`src/rtl/icache_pkg.sv`:
```
// Shared definitions for the instruction cache: address width, default
// geometry and the refill controller state encoding.
package icache_pkg;

   localparam int ADDR_WIDTH    = 32;
   localparam int DEFAULT_LINES = 16;

   // IDLE serves lookups; FETCH waits for the backing memory to return a word.
   typedef enum logic {
      IDLE  = 1'b0,
      FETCH = 1'b1
   } cacheState_t;

endpackage

```
`src/rtl/icache_line_store.sv`:
```
// Direct-mapped line storage: per-line valid bit, tag and one data word.
// One synchronous write port, one combinational read port and a bulk
// invalidate. Only the valid bits are reset; tag/data contents are don't-care
// until their line is validated.
module icache_line_store
   import icache_pkg::*;
#(
   parameter int LINES       = DEFAULT_LINES,
   parameter int INDEX_WIDTH = $clog2(LINES),
   parameter int TAG_WIDTH   = ADDR_WIDTH - 2 - INDEX_WIDTH
) (
   input  logic                   clk,
   input  logic                   rst,
   input  logic                   clearAll,
   input  logic                   writeEnable,
   input  logic [INDEX_WIDTH-1:0] writeIndex,
   input  logic [TAG_WIDTH-1:0]   writeTag,
   input  logic [31:0]            writeData,
   input  logic [INDEX_WIDTH-1:0] readIndex,
   output logic                   readValid,
   output logic [TAG_WIDTH-1:0]   readTag,
   output logic [31:0]            readData
);

   logic [TAG_WIDTH-1:0] tagMem [LINES];
   logic [31:0]          dataMem [LINES];
   logic [LINES-1:0]     validBits;

   // Tag and data arrays are written on a fill; no reset so they map to RAM.
   always_ff @(posedge clk) begin
      if (writeEnable) begin
         tagMem[writeIndex]  <= writeTag;
         dataMem[writeIndex] <= writeData;
      end
   end

   generate
      for (genvar gi = 0; gi < LINES; gi++) begin : gLine
         logic lineValidReg;

         // Invalidate wins over a simultaneous fill so a flush always leaves
         // every line empty.
         always_ff @(posedge clk or posedge rst) begin
            if (rst) begin
               lineValidReg <= 1'b0;
            end else if (clearAll) begin
               lineValidReg <= 1'b0;
            end else if (writeEnable && (writeIndex == INDEX_WIDTH'(gi))) begin
               lineValidReg <= 1'b1;
            end
         end

         assign validBits[gi] = lineValidReg;
      end
   endgenerate

   assign readValid = validBits[readIndex];
   assign readTag   = tagMem[readIndex];
   assign readData  = dataMem[readIndex];

endmodule

```
`src/rtl/instruction_cache.sv`:
```
// Direct-mapped, read-only instruction cache with single-word lines.
// Hits are answered combinationally in the same cycle; a miss starts a
// one-word refill from backing memory and the core stalls until it lands.
// Optional hit/miss statistics are built when ICACHE_STATS_EN is defined.
module instruction_cache
   import icache_pkg::*;
#(
   parameter int LINES = DEFAULT_LINES
) (
   input  logic                  clk,
   input  logic                  rst,
   input  logic [ADDR_WIDTH-1:0] cpuAddress,
   output logic [31:0]           cpuInstruction,
   output logic                  cpuSuccess,
   input  logic                  flush,
   output logic                  memRequest,
   output logic [ADDR_WIDTH-1:0] memAddress,
   input  logic                  memReady,
   input  logic [31:0]           memData
`ifdef ICACHE_STATS_EN
   ,
   output logic [31:0]           hitCount,
   output logic [31:0]           missCount
`endif
);

   localparam int INDEX_WIDTH = $clog2(LINES);
   localparam int TAG_WIDTH   = ADDR_WIDTH - 2 - INDEX_WIDTH;

   cacheState_t stateReg, stateNext;

   // Word address of the line being refilled; memAddress is this plus 2'b00.
   logic [ADDR_WIDTH-3:0] fillWordReg;

   logic [INDEX_WIDTH-1:0] cpuIndex;
   logic [TAG_WIDTH-1:0]   cpuTag;
   logic                   readValid;
   logic [TAG_WIDTH-1:0]   readTag;
   logic [31:0]            readData;
   logic                   lookupHit;
   logic                   captureAddress;
   logic                   fillEnable;
   logic                   unusedBits;

   assign cpuIndex = cpuAddress[INDEX_WIDTH+1:2];
   assign cpuTag   = cpuAddress[ADDR_WIDTH-1:INDEX_WIDTH+2];

   // Bit 0 is meaningless for halfword-aligned fetches.
   assign unusedBits = cpuAddress[0];

   icache_line_store #(
      .LINES       (LINES),
      .INDEX_WIDTH (INDEX_WIDTH),
      .TAG_WIDTH   (TAG_WIDTH)
   ) lineStore (
      .clk         (clk),
      .rst         (rst),
      .clearAll    (flush),
      .writeEnable (fillEnable),
      .writeIndex  (fillWordReg[INDEX_WIDTH-1:0]),
      .writeTag    (fillWordReg[ADDR_WIDTH-3:INDEX_WIDTH]),
      .writeData   (memData),
      .readIndex   (cpuIndex),
      .readValid   (readValid),
      .readTag     (readTag),
      .readData    (readData)
   );

   // A lookup only counts in IDLE; a flush cycle never reports a hit.
   assign lookupHit  = (stateReg == IDLE) && readValid && (readTag == cpuTag);
   assign cpuSuccess = lookupHit && !flush;

   // Upper halfword of the word is returned for addresses with bit 1 set
   // (compressed instruction); the bus is zeroed whenever the core stalls.
   assign cpuInstruction = !cpuSuccess ? 32'h0 :
                           cpuAddress[1] ? {16'h0000, readData[31:16]} : readData;

   assign memRequest = (stateReg == FETCH);
   assign memAddress = {fillWordReg, 2'b00};

   // State register; reset drops memRequest immediately since it decodes state.
   always_ff @(posedge clk or posedge rst) begin
      if (rst) begin
         stateReg <= IDLE;
      end else begin
         stateReg <= stateNext;
      end
   end

   // Next state, refill-address capture and fill strobe.
   always_comb begin
      stateNext      = stateReg;
      captureAddress = 1'b0;
      fillEnable     = 1'b0;
      case (stateReg)
         IDLE: begin
            if (!flush && !lookupHit) begin
               stateNext      = FETCH;
               captureAddress = 1'b1;
            end
         end
         FETCH: begin
            if (flush) begin
               stateNext = IDLE;
            end else if (memReady) begin
               stateNext  = IDLE;
               fillEnable = 1'b1;
            end
         end
         default: stateNext = IDLE;
      endcase
   end

   // Latch the missing word address; it holds for the whole refill even if
   // the core moves cpuAddress.
   always_ff @(posedge clk or posedge rst) begin
      if (rst) begin
         fillWordReg <= '0;
      end else if (captureAddress) begin
         fillWordReg <= cpuAddress[ADDR_WIDTH-1:2];
      end
   end

`ifdef ICACHE_STATS_EN
   logic [31:0] hitCountReg;
   logic [31:0] missCountReg;

   // Hits counted per successful cycle, misses per refill launched; both wrap.
   always_ff @(posedge clk or posedge rst) begin
      if (rst) begin
         hitCountReg  <= '0;
         missCountReg <= '0;
      end else begin
         if (cpuSuccess) begin
            hitCountReg <= hitCountReg + 32'd1;
         end
         if (captureAddress) begin
            missCountReg <= missCountReg + 32'd1;
         end
      end
   end

   assign hitCount  = hitCountReg;
   assign missCount = missCountReg;
`endif

endmodule

```
`config.mk`:
```
export PLATFORM = sky130hd
export DESIGN_NAME = instruction_cache
export DESIGN_NICKNAME = d
export VERILOG_FILES = /design/src/rtl/icache_pkg.sv /design/src/rtl/icache_line_store.sv /design/src/rtl/instruction_cache.sv
export SDC_FILE = /design/constraint.sdc
export NUM_CORES = 1
export LEC_CHECK = 0
export CAP_MARGIN = 10
export CORE_MARGIN = 3
export CORE_UTILIZATION = 55
export CTS_CLUSTER_SIZE = 10
export DETAILED_ROUTE_END_ITERATION = 16
export PLACE_DENSITY = 0.76
export SYNTH_ARGS = -nofsm -noshare
export SYNTH_HDL_FRONTEND = slang
export SYNTH_SLANG_ARGS = --single-unit
```
`constraint.sdc`:
```
create_clock -name clk -period 5.1 [get_ports clk]
set_clock_uncertainty 0.15 [all_clocks]
set_input_delay 1.02 -clock clk [delete_from_list [all_inputs] [get_ports clk]]
set_output_delay 1.02 -clock clk [all_outputs]
set_load 0.1 [all_outputs]
```
==> out/qor.txt <==
dpl cell area -> 41800 µm²
initial antenna violation count -> 6
hold crit path type -> reg2reg
Crit path arrival time -> 4010 ps
status -> finished, violations left
CTS max path bufs -> 3
VDD IR-drop max -> 0.306 mV
Mapped Area -> 38100 µm²
ranking of synthesized cells by area -> edfxtp_1, mux4_2, dfrtp_1, mux2i_1, mux2_4
Residual DRC -> 0
die width -> 269 µm
Area Overhead vs Synth -> 19.7%
wire per inst -> 31.0 µm
ys flop type -> edfxtp_1
final std cells w/o fill -> 2978
crit end category -> primary output
DIE AREA -> 72400 µm²
startpoint class of the critical path -> input pin
Reg clk slew, reported paths -> 50 ps
EDFF count, synth -> 928
HPWL Detailed -> 49.1 mm
Async SR Flop Fraction -> 4.82%
Vias -> 19.1k
Final Setup Violations -> 6
grt ovf -> 0
Worst EP required -> 3930 ps
failing checks -> setup timing
Vias/cell -> 6.40
Power Density -> 382 nW/µm²
core area -> 67900 µm²
synth warn -> 0
Rel. slew slack -> 20.3%
TritonRoute pass-1 iters -> 8
number of global-route vias before repair -> 20.0k
count leader, synth -> edfxtp_1
DRT iter0 DRCs -> 2381
Leak -> 15.2 nW
H-Tree Level Count -> 3
RD Place Congestion -> 0.855
RSZ-0062 raised after global routing -> true
GR Util All Layers -> 26.0%
initial core utilization -> 56.1%
Synth Area per Inst -> 22.8 µm²
Final Hold Fails -> 0
fin util -> 67.1%
Num CTS Buffers -> 107
synthesized instance count -> 1666
# placed instances -> 2766
design area -> 45500 µm²
Post-DRT Antenna Nets -> 0
switching share of power -> 22.8%
Clock power frac -> 39.4%
flops & latches, synth -> 975
clock sinks -> 975
CTS root buf -> clkbuf_16
P_int -> 0.0134 W
Final nets -> 2054
fmax -> 193 MHz
share of layout cells above drive strength 1 -> 32.4%
final WL -> 92.4 mm
max-slew violations -> 0
kind of critical path -> in2out
first-pass GRT wire length -> 134 mm
Flop pwr share -> 52.7%
final period utilization -> 102%
cell taking the most area after synthesis -> edfxtp_1
NetSw -> 0.00396 W
pin count of the biggest net entering global routing -> 109
CTS tree -> built
Max-Cap Viols -> 0
post-synth top area share -> 73.2%
r2r setup slk -> 1680 ps
Slew @ Worst Pin -> 1190 ps
Power, Total -> 0.0174 W
io pins -> 134
Commonest cells post-synth -> edfxtp_1, mux4_2, mux2i_1, dfrtp_1, nor2_1
Cell Rows -> 95
Port-buffer cells -> 130
Comb power frac -> 7.9%
die extent in y -> 269 µm
crit-path max FO -> 21
final worst slack -> -77.4 ps
Worst-Skew Late Latency -> 660 ps
tightest hold margin -> 324 ps
Tmin final -> 5180 ps
sequential fraction of the synthesis area -> 76.3%
Synth cell types -> 58
## timing repair
action                                  CTS  global route
cloned                                    3             3
endpoints found under the setup margin   33            33
pin swaps                                 5            13
hold buffers                              0             0
resized for setup                        45            25
buffers inserted                          8            19
## layer usage
| layer | vias to the layer above | track usage (%) | wire (µm) |
|---|---|---|---|
| met5 | - | 0 | 20 |
| met4 | 2 | 7.08 | 2410 |
| met3 | 199 | 6.72 | 9460 |
| met2 | 1050 | 42.4 | 46300 |
| met1 | 10100 | 35.5 | 34300 |
| li1 | 7670 | - | - |
## final cells by class
cell class,instances,area (µm²)
Tap cell,921,1150
Inverter,12,52.6
Clock inverter,7,108
Sequential cell,975,29000
Fill cell,4091,22300
Antenna cell,1,2.50
Timing Repair Buffer,295,3380
Multi-Input combinational cell,595,8860
Clock buffer,172,2940
## logic make-up (layout without fill, tap and decap cells)
group	count (synthesis)	count (layout)	share of synthesized area, %
other	1	3	0.00986
buffers and inverters	97	486	1.27
xor gates and xnor gates	23	23	0.529
DFF	975	975	76.3
AOI/OAI and AO/OA	68	68	1.38
muxes	385	385	18.8
and+or+nand+nor	117	117	1.67
## through the flow
| stage | setup TNS [ps] | setup WS (ps) |
|---|---|---|
| floorplan | -17770 | -787 |
| global placement | -7780 | -302 |
| detailed placement | -8790 | -349 |
| CTS | -248 | -41.2 |
| global route | -848 | -104 |
| finish | -174 | -77.4 |
## layout by cell type, fill, tap and decap left out, types with 9 or more instances in the layout
| master | netlist | layout |
|---|---|---|
| a21o_1 | 17 | 17 |
| a22oi_1 | 16 | 15 |
| buf_12 | 0 | 56 |
| buf_4 | 8 | 124 |
| buf_6 | 8 | 11 |
| clkbuf_1 | 26 | 64 |
| clkbuf_16 | 0 | 112 |
| clkdlybuf4s50_1 | 0 | 93 |
| dfrtp_1 | 47 | 47 |
| edfxtp_1 | 928 | 928 |
| mux2_4 | 30 | 30 |
| mux2i_1 | 99 | 98 |
| mux4_2 | 250 | 251 |
| nand2_1 | 15 | 15 |
| nor2_4 | 0 | 24 |
| nor2b_2 | 0 | 15 |
| xnor2_1 | 9 | 9 |
| xor2_1 | 14 | 13 |
## flip-flops by register name, summed over array words and instances, names as in the netlist
| register | cells |
|---|---|
| memRequest | 1 |
| lineStore.dataMem | 512 |
| lineStore.tagMem | 416 |
| fillWordReg | 30 |
| lineStore.gLine.lineValidReg | 16 |
## critical path, cell delays in order
cell and delay (ps):
buf_16 130, buf_4 120, buf_6 210, buf_4 270
mux4_2 210, mux2i_1 130, a221oi_1 360, a31oi_2 220
nor4_4 300, buf_4 170, nand4_2 130, buf_12 200
nor2b_1 170, buf_4 160, buf_12 170
## power groups by stage
stage | Combinational, W | Sequential [W] | Clock [W]
finish | 0.00138 | 0.00917 | 0.00686
global route | 0.00144 | 0.00919 | 0.00729
CTS | 0.00135 | 0.00917 | 0.00696
detailed placement | 0.00131 | 0.00933 | 0
global placement | 0.00130 | 0.00931 | 0
floorplan | 0.000569 | 0.00954 | 0
## worst paths after layout
path,start,to,cells past startpoint
hold reg to reg,lineStore.gLine[7].lineValidReg,lineStore.gLine[7].lineValidReg,1
hold / removal,lineStore.gLine[7].lineValidReg,lineStore.gLine[7].lineValidReg,1
setup reg to reg,lineStore.tagMem[15][1],fillWordReg[29],11
max in group asynchronous,rst,fillWordReg[27],3
min in group asynchronous,rst,fillWordReg[22],2
setup / recovery,cpuAddress[4],cpuInstruction[24],15
No activity file was read; power rests on OpenSTA's default activity.
